**config.mk**
```make
export PLATFORM = sky130hd
export DESIGN_NAME = controle_multiciclo
export DESIGN_NICKNAME = d
export VERILOG_FILES = /design/src/rtl/controle_multiciclo_pkg.sv /design/src/rtl/controle_multiciclo_decod_ula.sv /design/src/rtl/controle_multiciclo.sv
export SDC_FILE = /design/constraint.sdc
export NUM_CORES = 1
export LEC_CHECK = 0
export CORE_ASPECT_RATIO = 1.4
export CORE_MARGIN = 1.5
export CORE_UTILIZATION = 30
export CTS_CLUSTER_DIAMETER = 80
export DETAILED_ROUTE_END_ITERATION = 16
export PLACE_DENSITY = 0.65
export SETUP_SLACK_MARGIN = 0.3
export SLEW_MARGIN = 25
export SYNTH_ARGS = -nofsm -noshare
export SYNTH_HDL_FRONTEND = slang
export SYNTH_SLANG_ARGS = --single-unit
```
**constraint.sdc**
```tcl
create_clock -name clock -period 1.6 [get_ports clock]
set_clock_uncertainty 0.15 [all_clocks]
set_input_delay 0.16 -clock clock [delete_from_list [all_inputs] [get_ports clock]]
set_output_delay 0.16 -clock clock [all_outputs]
set_load 0.03 [all_outputs]
```
**src/rtl/controle_multiciclo_pkg.sv**
```systemverilog
// Shared types and constants for the multicycle RV64I-subset control unit.
package controle_pkg;

    typedef enum logic [3:0] {
        FETCH0   = 4'd0,
        FETCH1   = 4'd1,
        DECODE   = 4'd2,
        R_EXEC   = 4'd3,
        I_EXEC   = 4'd4,
        LUI_EXEC = 4'd5,
        WB_ULA   = 4'd6,
        LD_ADDR  = 4'd7,
        LD_MEM   = 4'd8,
        LD_WAIT  = 4'd9,
        LD_WB    = 4'd10,
        SD_ADDR  = 4'd11,
        SD_MEM   = 4'd12,
        BR       = 4'd13,
        INC      = 4'd14,
        HALT     = 4'd15
    } estado_t;

    localparam logic [6:0] OP_R   = 7'b0110011;
    localparam logic [6:0] OP_I   = 7'b0010011;
    localparam logic [6:0] OP_LUI = 7'b0110111;
    localparam logic [6:0] OP_LD  = 7'b0000011;
    localparam logic [6:0] OP_SD  = 7'b0100011;
    localparam logic [6:0] OP_BR  = 7'b1100011;

    localparam logic [2:0] F3_ADD_SUB = 3'b000;
    localparam logic [2:0] F3_AND     = 3'b111;
    localparam logic [2:0] F3_ADDI    = 3'b000;
    localparam logic [2:0] F3_DOUBLE  = 3'b011;
    localparam logic [2:0] F3_BEQ     = 3'b000;
    localparam logic [2:0] F3_BNE     = 3'b001;

    localparam logic [2:0] ULA_NOP = 3'b000;
    localparam logic [2:0] ULA_ADD = 3'b001;
    localparam logic [2:0] ULA_SUB = 3'b010;
    localparam logic [2:0] ULA_AND = 3'b011;
    localparam logic [2:0] ULA_CMP = 3'b111;

    localparam logic [2:0] MUXA_PC   = 3'd0;
    localparam logic [2:0] MUXA_REGA = 3'd1;
    localparam logic [2:0] MUXA_ZERO = 3'd2;

    localparam logic [2:0] MUXB_REGB   = 3'd0;
    localparam logic [2:0] MUXB_QUATRO = 3'd1;
    localparam logic [2:0] MUXB_IMM    = 3'd2;
    localparam logic [2:0] MUXB_IMM_SH = 3'd3;

    localparam logic [2:0] WB_ULAOUT = 3'd0;
    localparam logic [2:0] WB_MDR    = 3'd1;

endpackage

```
**src/rtl/controle_multiciclo_decod_ula.sv**
```systemverilog
// R-type ALU decode: funct3/funct7_5 to ULA operation, flagging unsupported funct3.
module decod_ula
    import controle_pkg::*;
(
    input  logic [2:0] funct3,
    input  logic       funct7_5,
    output logic [2:0] Seletor_Ula,
    output logic       ilegal
);

    always_comb begin
        Seletor_Ula = ULA_NOP;
        ilegal      = 1'b0;
        case (funct3)
            F3_ADD_SUB: Seletor_Ula = funct7_5 ? ULA_SUB : ULA_ADD;
            F3_AND:     Seletor_Ula = ULA_AND;
            default:    ilegal      = 1'b1;
        endcase
    end

endmodule

```
**src/rtl/controle_multiciclo.sv**
```systemverilog
// Moore multicycle control FSM: decodes the instruction fields and drives
// every datapath enable and mux select from the current state.
module controle_multiciclo
    import controle_pkg::*;
#(
    parameter bit HALT_ON_ILLEGAL = 1'b1
) (
    input  logic       clock,
    input  logic       reset,
    input  logic [6:0] Op,
    input  logic [2:0] funct3,
    input  logic       funct7_5,
    input  logic       igual,
    output logic       PC_Write,
    output logic       PC_src,
    output logic [2:0] Seletor_Ula,
    output logic [2:0] mux_A_seletor,
    output logic [2:0] mux_B_seletor,
    output logic       register_Inst_wr,
    output logic       Data_Memory_wr,
    output logic       bancoRegisters_wr,
    output logic [2:0] Mux_Banco_Reg_Seletor,
    output logic       halt,
    output logic [3:0] estado
);

    localparam estado_t DESTINO_ILEGAL = HALT_ON_ILLEGAL ? HALT : INC;

    estado_t    estado_q;
    estado_t    proximo;
    logic [2:0] ula_r;
    logic       ula_r_ilegal;
    logic       desvio;

    decod_ula u_decod_ula (
        .funct3      (funct3),
        .funct7_5    (funct7_5),
        .Seletor_Ula (ula_r),
        .ilegal      (ula_r_ilegal)
    );

    assign desvio = ((funct3 == F3_BEQ) && igual) || ((funct3 == F3_BNE) && !igual);

    always_ff @(posedge clock) begin
        if (reset) estado_q <= FETCH0;
        else       estado_q <= proximo;
    end

    always_comb begin
        proximo               = estado_q;
        PC_Write              = 1'b0;
        PC_src                = 1'b0;
        Seletor_Ula           = ULA_NOP;
        mux_A_seletor         = MUXA_PC;
        mux_B_seletor         = MUXB_REGB;
        register_Inst_wr      = 1'b0;
        Data_Memory_wr        = 1'b0;
        bancoRegisters_wr     = 1'b0;
        Mux_Banco_Reg_Seletor = WB_ULAOUT;
        halt                  = 1'b0;
        case (estado_q)
            FETCH0: proximo = FETCH1;
            FETCH1: begin
                register_Inst_wr = 1'b1;
                proximo          = DECODE;
            end
            // Branch target is precomputed here so BR can load PC from ULAOut.
            DECODE: begin
                Seletor_Ula   = ULA_ADD;
                mux_A_seletor = MUXA_PC;
                mux_B_seletor = MUXB_IMM_SH;
                case (Op)
                    OP_R:    proximo = R_EXEC;
                    OP_I:    proximo = (funct3 == F3_ADDI) ? I_EXEC : DESTINO_ILEGAL;
                    OP_LUI:  proximo = LUI_EXEC;
                    OP_LD:   proximo = (funct3 == F3_DOUBLE) ? LD_ADDR : DESTINO_ILEGAL;
                    OP_SD:   proximo = (funct3 == F3_DOUBLE) ? SD_ADDR : DESTINO_ILEGAL;
                    OP_BR:   proximo = (funct3 == F3_BEQ || funct3 == F3_BNE) ? BR : DESTINO_ILEGAL;
                    default: proximo = DESTINO_ILEGAL;
                endcase
            end
            R_EXEC: begin
                Seletor_Ula   = ula_r;
                mux_A_seletor = MUXA_REGA;
                mux_B_seletor = MUXB_REGB;
                proximo       = ula_r_ilegal ? DESTINO_ILEGAL : WB_ULA;
            end
            I_EXEC: begin
                Seletor_Ula   = ULA_ADD;
                mux_A_seletor = MUXA_REGA;
                mux_B_seletor = MUXB_IMM;
                proximo       = WB_ULA;
            end
            LUI_EXEC: begin
                Seletor_Ula   = ULA_ADD;
                mux_A_seletor = MUXA_ZERO;
                mux_B_seletor = MUXB_IMM;
                proximo       = WB_ULA;
            end
            WB_ULA: begin
                bancoRegisters_wr = 1'b1;
                proximo           = INC;
            end
            // Address held across the memory cycles so ULAOut never moves.
            LD_ADDR, LD_MEM, LD_WAIT: begin
                Seletor_Ula   = ULA_ADD;
                mux_A_seletor = MUXA_REGA;
                mux_B_seletor = MUXB_IMM;
                proximo       = (estado_q == LD_ADDR) ? LD_MEM :
                                (estado_q == LD_MEM)  ? LD_WAIT : LD_WB;
            end
            LD_WB: begin
                bancoRegisters_wr     = 1'b1;
                Mux_Banco_Reg_Seletor = WB_MDR;
                proximo               = INC;
            end
            SD_ADDR, SD_MEM: begin
                Seletor_Ula    = ULA_ADD;
                mux_A_seletor  = MUXA_REGA;
                mux_B_seletor  = MUXB_IMM;
                Data_Memory_wr = (estado_q == SD_MEM);
                proximo        = (estado_q == SD_ADDR) ? SD_MEM : INC;
            end
            BR: begin
                Seletor_Ula   = ULA_CMP;
                mux_A_seletor = MUXA_REGA;
                mux_B_seletor = MUXB_REGB;
                PC_Write      = desvio;
                PC_src        = desvio;
                proximo       = desvio ? FETCH0 : INC;
            end
            INC: begin
                Seletor_Ula   = ULA_ADD;
                mux_A_seletor = MUXA_PC;
                mux_B_seletor = MUXB_QUATRO;
                PC_Write      = 1'b1;
                proximo       = FETCH0;
            end
            HALT: begin
                halt    = 1'b1;
                proximo = HALT;
            end
            default: proximo = FETCH0;
        endcase
        // Reset blanks every output in the cycle it is asserted, aborting any write.
        if (reset) begin
            PC_Write              = 1'b0;
            PC_src                = 1'b0;
            Seletor_Ula           = '0;
            mux_A_seletor         = '0;
            mux_B_seletor         = '0;
            register_Inst_wr      = 1'b0;
            Data_Memory_wr        = 1'b0;
            bancoRegisters_wr     = 1'b0;
            Mux_Banco_Reg_Seletor = '0;
            halt                  = 1'b0;
        end
    end

    assign estado = reset ? 4'd0 : estado_q;

endmodule

```
==> results of run 1 <==
[layer usage]
metal / share of wire [%] / vias up / wire length [um]
met2: 58 / 49 / 1753
met1: 35 / 503 / 1050
li1: - / 500 / -
met4: 3.4 / 0 / 102
met3: 3.6 / 10 / 107
met5: 0 / - / 0
[critical path, cell delays in order (launching register included)]
cell	delay, ns
dfxtp_2	0.34
buf_6	0.13
nand3_1	0.07
o31ai_1	0.07
buf_4	0.14
a2111oi_4	0.29
buf_4	0.22
[kinds of logic (layout without fill, tap and decap cells)]
family                    count (synthesis)  count (layout)
DFF                                       4               4
other                                     1               4
xor gates and xnor gates                  3               3
and+or+nand+nor                          52              52
buffers and inverters                    17              79
AOI/OAI and AO/OA                        25              25
[synthesized netlist by cell type, types with 3 or more instances]
master / count / area [um2]
buf_4: 4 / 30.03
o31ai_1: 3 / 22.52
a31oi_1: 4 / 25.02
a21oi_1: 3 / 15.01
nor3b_1: 4 / 30.03
nand3_1: 4 / 20.02
nor2_1: 12 / 45.04
buf_2: 3 / 15.01
inv_1: 4 / 15.01
dfxtp_1: 4 / 80.08
nand2_1: 8 / 30.03
clkbuf_1: 5 / 18.77
nor2b_1: 4 / 25.02
a211oi_1: 4 / 30.03
nor3_1: 7 / 35.03
[power by group]
part	total [mW]	switching (mW)	leakage (nW)	internal [mW]
sequential	0.218	0.0566	0.0347	0.161
combinational	2.35	1.22	0.624	1.13
clock	0.131	0.0472	0.0138	0.0843
total	2.70	1.33	0.672	1.38
[per-stage QoR]
step	setup WS [ns]	area [um2]	std cells	hold slack, ns
5_1_grt	-0.2774	1629	189	0.4571
3_5_place_dp	-0.4092	1295	175	0.5574
2_1_floorplan	-0.1390	902.1	105	0.1962
4_1_cts	-0.1920	1505	185	0.4147
3_3_place_gp	-0.3662	1295	175	0.5599
6_report	-0.2297	1629	189	0.4158
[final timing paths]
kind	start	end	slack (ns)	cells past startpoint
max	estado_q[3]$_SDFF_PP0_	Seletor_Ula[0]	-0.23	6
min	reset	estado_q[3]$_SDFF_PP0_	0.42	3
max reg2reg	estado_q[1]$_SDFF_PP0_	estado_q[1]$_SDFF_PP0_	-0.13	5
min reg2reg	estado_q[2]$_SDFF_PP0_	estado_q[3]$_SDFF_PP0_	0.58	3
[final cells by class]
| type | instances | area [um2] |
|---|---|---|
| tap | 22 | 27.53 |
| fill | 158 | 498.0 |
| timing repair buffer | 72 | 674.4 |
| inverter | 4 | 20.02 |
| sequential | 4 | 87.58 |
| clock buffer | 3 | 22.52 |
| multi-input combinational | 84 | 797.0 |
[timing repair]
action | in CTS | in global routing
setup buffers | 7 | 4
cloned | 0 | 0
pin swaps | 18 | 8
endpoints found under the setup margin | 22 | 22
hold buffers | 0 | 0
gates resized for setup | 44 | 18
==> results.yml, run 1 <==
status:
  status: "finished, violations left"
  violations: "setup timing"
finish:
  layout_commonest_cell: "buf_4"
  layout-drive-gt1-share_pct: 65.87
  syn_to_final_growth_pct: 145.2
  fin_util_pct: 76.59
  diodes: 0
  largest-register: "estado_q"
  top_regs: "estado_q: 4 flops"
  largest_reg_flops: 4
  final_nets: 183
  layout_common_cells: "31 x buf_4, 27 x buf_6, 7 x clkdlybuf4s50_1, 6 x nor2_4, 6 x dlygate4sd2_1"
logic_synthesis:
  synth_cells: 102
  yosysWarnings: 0
  avgSynthCellArea_um2: 6.514
  ys_ff_latch: 4
  synthMuxAreaShare_pct: 0
  synth-compound-area-share_pct: 26.93
  yosys_most_used_dff: "dfxtp_1"
  yosys.area_share.simple_pct: 42.94
  syn_area_um2: 664.4
  synth_seq_area_share_pct: 12.05
  synth_xor_area_share_pct: 3.955
  synth_edf_count: 0
  synth_fa_ha_area_share_pct: 0
  synth.distinct_cells: 40
  async_flop_share_pct: 0
  synth_top_family_by_area: "simple AND/OR/NAND/NOR gates"
timing:
  setup-tns-final_ns: -1.616
  min_period_ns: 1.830
  final_max_slew_viol_count: 0
  finalWorstSetupSlack_ns: -0.2297
  hold_viol: 0
  period_share_pct: 114.4
  rsz0062_at_grt: "yes"
  maxClockFrequency_ghz: 0.5465
  setup_viol: 15
global_routing:
  antenna_found_initial: 0
  top_usage_layer: "met2"
  grt_pass1_vias: 983
  grt_pass1_wl_mm: 4.381
  grt_overflow: 0
  track_usage_pct: 22.52
  gr-usage-met3_pct: 2.454
  gr-usage-met2_pct: 44.59
  grtUsageMet1_pct: 24.39
  grt_max_degree: 12
critical_path:
  crit_fanout: 4
  worstPathRequired_ns: 1.29
  cp-end-kind: "output port"
  crit_type: "flop to output port"
  arrival_ns: 1.52
  worstSetupStartpointType: "flop"
placed_design:
  gp_congestion: 0.8792
  portBuffers: 31
  place_hpwl_mm: 2.023
floorplan:
  start_util_pct: 31.24
  die_h_um: 58.68
  die_area_um2: 2510
  core_area_um2: 2127
  die_w_um: 42.77
  rows: 20
  io_pins: 36
pwr:
  p_per_area_nw_per_um2: 1660
  p_total_mw: 2.704
  vdd_drop_max_mv: 0.8808
  leakage_nw: 0.6724
route:
  drtAntennaViolNets: 0
  routedWlPerCell_um: 15.94
  post_drt_via_cell_ratio: 5.619
  vias: 1062
  totalWireLength_mm: 3.013
  drt_pass1_iterations: 4
  drt_iter0_drc: 29
  drc_errors: 0
clock_network:
  cts_buffers: 3
  root_buffer: "clkbuf_4"
  htreeDepth: 1
  clk_pin_slew_ns: 0.04
  cts.sinks: 4
  insertion_delay_ns: 0.25
  cts_buffer_depth: 2
  cts_tree: "done"
worst_hold_path:
  hp-class: "input pin to flop"
job:
  cap_viol_max_count: 0
(Power assumes the default switching activity.)
==> run 2: changes to the inputs <==
--- a/config.mk
+++ b/config.mk
@@ -5,12 +5,15 @@
 export SDC_FILE = /design/constraint.sdc
 export NUM_CORES = 1
 export LEC_CHECK = 0
+export ABC_CLOCK_PERIOD_IN_PS = 1600
+export CELL_PAD_IN_SITES_DETAIL_PLACEMENT = 0
+export CELL_PAD_IN_SITES_GLOBAL_PLACEMENT = 1
 export CORE_ASPECT_RATIO = 1.4
 export CORE_MARGIN = 1.5
-export CORE_UTILIZATION = 30
+export CORE_UTILIZATION = 22
 export CTS_CLUSTER_DIAMETER = 80
 export DETAILED_ROUTE_END_ITERATION = 16
-export PLACE_DENSITY = 0.65
+export PLACE_DENSITY = 0.71
 export SETUP_SLACK_MARGIN = 0.3
 export SLEW_MARGIN = 25
 export SYNTH_ARGS = -nofsm -noshare
==> results.yml, run 2 (synthesized netlist as in run 1, its figures left out) <==
clock_network:
  cts_buffers: 3
  htreeDepth: 1
  cts_buffer_depth: 2
  insertion_delay_ns: 0.22
  root_buffer: "clkbuf_8"
  clk_pin_slew_ns: 0.03
  cts_tree: "done"
  cts.sinks: 4
timing:
  period_share_pct: 110.8
  hold_viol: 0
  finalWorstSetupSlack_ns: -0.1732
  final_max_slew_viol_count: 0
  min_period_ns: 1.773
  fin_hold_ws_ns: 0.3659
  rsz0062_at_grt: "yes"
  maxClockFrequency_ghz: 0.5640
  setup-tns-final_ns: -1.036
  setup_viol: 12
route:
  drt_pass1_iterations: 4
  vias: 996
  routedWlPerCell_um: 13.28
  drtAntennaViolNets: 0
  totalWireLength_mm: 2.696
  drt_iter0_drc: 27
  post_drt_via_cell_ratio: 4.906
  drc_errors: 0
worst_hold_path:
  min-delay-start: "funct3[2]"
  min_to: "estado_q[1]$_SDFF_PP0_"
  hold_depth: 4
  hp-class: "input pin to flop"
finish:
  fill_cells: 253
  largest-register: "estado_q"
  fin_area_um2: 1709
  layout_commonest_cell: "buf_4"
  final_nets: 182
  layout_common_cells: "31 x buf_4, 23 x buf_6, 7 x nor2_4, 7 x clkdlybuf4s50_1"
  syn_to_final_growth_pct: 157.3
  diodes: 0
  layout.cells.non_filler: 203
  layout-drive-gt1-share_pct: 70.48
  largest_reg_flops: 4
  top_regs: "estado_q: 4 flops"
  fin_util_pct: 59.39
floorplan:
  rows: 23
  start_util_pct: 23.09
  die_w_um: 49.45
  die_area_um2: 3363
  core_area_um2: 2878
  io_pins: 36
  die_h_um: 68.02
critical_path:
  worstPathRequired_ns: 1.29
  crit_type: "flop to output port"
  cp-end-kind: "output port"
  r2r_end: "estado_q[1]$_SDFF_PP0_"
  r2r-start: "estado_q[1]$_SDFF_PP0_"
  r2r_cells: 5
  worstSetupStartpointType: "flop"
  arrival_ns: 1.46
  crit_fanout: 3
  r2r_setup_slack_ns: -0.11
pwr:
  pwr-share-seq_pct: 7.8
  p_sw_mw: 1.290
  internal_power_mw: 1.521
  vdd_drop_max_mv: 0.5767
  p_per_area_nw_per_um2: 1645
  p_total_mw: 2.812
  pwr-share-comb_pct: 84.6
  leakage_nw: 0.6907
  swShare_pct: 45.89
  clkPwrFrac_pct: 7.7
placed_design:
  portBuffers: 31
  place_hpwl_mm: 1.926
  pre_cts_ws_ns: -0.3449
  gp_congestion: 0.8609
  dpl-instance-area_um2: 1276
  dp_cells: 185
global_routing:
  grt_pass1_vias: 986
  antenna_found_initial: 0
  grt_max_degree: 11
  track_usage_pct: 16.99
  grt_overflow: 0
  grt_pass1_wl_mm: 4.381
status:
  status: "finished, violations left"
  violations: "setup timing"
job:
  cap_viol_max_count: 0
[run 2: changes by cell type in the layout (fill, tap and decap cells not counted), moves of 2 or more]
cell / change
dlygate4sd2_1: -4
clkbuf_4: -3
nor3_4: +2
clkdlybuf4s15_2: +2
clkbuf_8: +3
buf_2: +2
buf_6: -4
nor3_2: -2
[run 2: how the worst max path moves through the flow]
stage	cells past startpoint	to	startpoint
final	4	PC_Write	estado_q[1]$_SDFF_PP0_
after global routing	5	Seletor_Ula[0]	estado_q[3]$_SDFF_PP0_
after CTS	4	PC_Write	estado_q[1]$_SDFF_PP0_
after detailed placement	5	Seletor_Ula[0]	funct3[1]
after global placement	5	estado_q[1]$_SDFF_PP0_	Op[4]
after floorplan	5	estado_q[1]$_SDFF_PP0_	estado_q[1]$_SDFF_PP0_
[run 2: layout make-up]
cell class | instances | area (um2) | share of cell area [%]
flip-flops and latches | 4 | 90.09 | 5.271
well taps | 37 | 46.29 | 2.709
repair buffers | 71 | 686.9 | 40.19
clock buffers | 3 | 41.29 | 2.416
multi-input cells | 84 | 817.0 | 47.80
inverters | 4 | 27.53 | 1.611
[run 2: what timing repair did]
item | in CTS | in global routing
resized for setup | 58 | 20
hold buffers | 0 | 0
endpoints found under the setup margin | 22 | 22
pin swaps | 11 | 11
setup buffers | 10 | 3
gates cloned | 2 | 0
[run 2: critical path, stage by stage, from the launching register on]
cell and delay (ns):
dfxtp_2 0.31, nand2b_4 0.14, or4_4 0.47, a21oi_4 0.18, buf_6 0.14
[run 2: metal layers]
layer	GRT usage [%]	part of all wire, %	routed length (um)	vias up
met1	17.46	37	993	465
li1	-	-	-	494
met5	0	0	0	-
met2	35.64	58	1569	33
met4	5.903	1.9	50	0
met3	1.310	3.1	83	4
[run 2: power groups by stage]
stage	Clock [mW]	Combinational, mW	Sequential [mW]
after floorplan	0	1.26	0.191
after global routing	0.225	2.51	0.228
final	0.215	2.38	0.219
after detailed placement	0	1.63	0.187
after CTS	0.218	2.17	0.208
after global placement	0	1.63	0.184
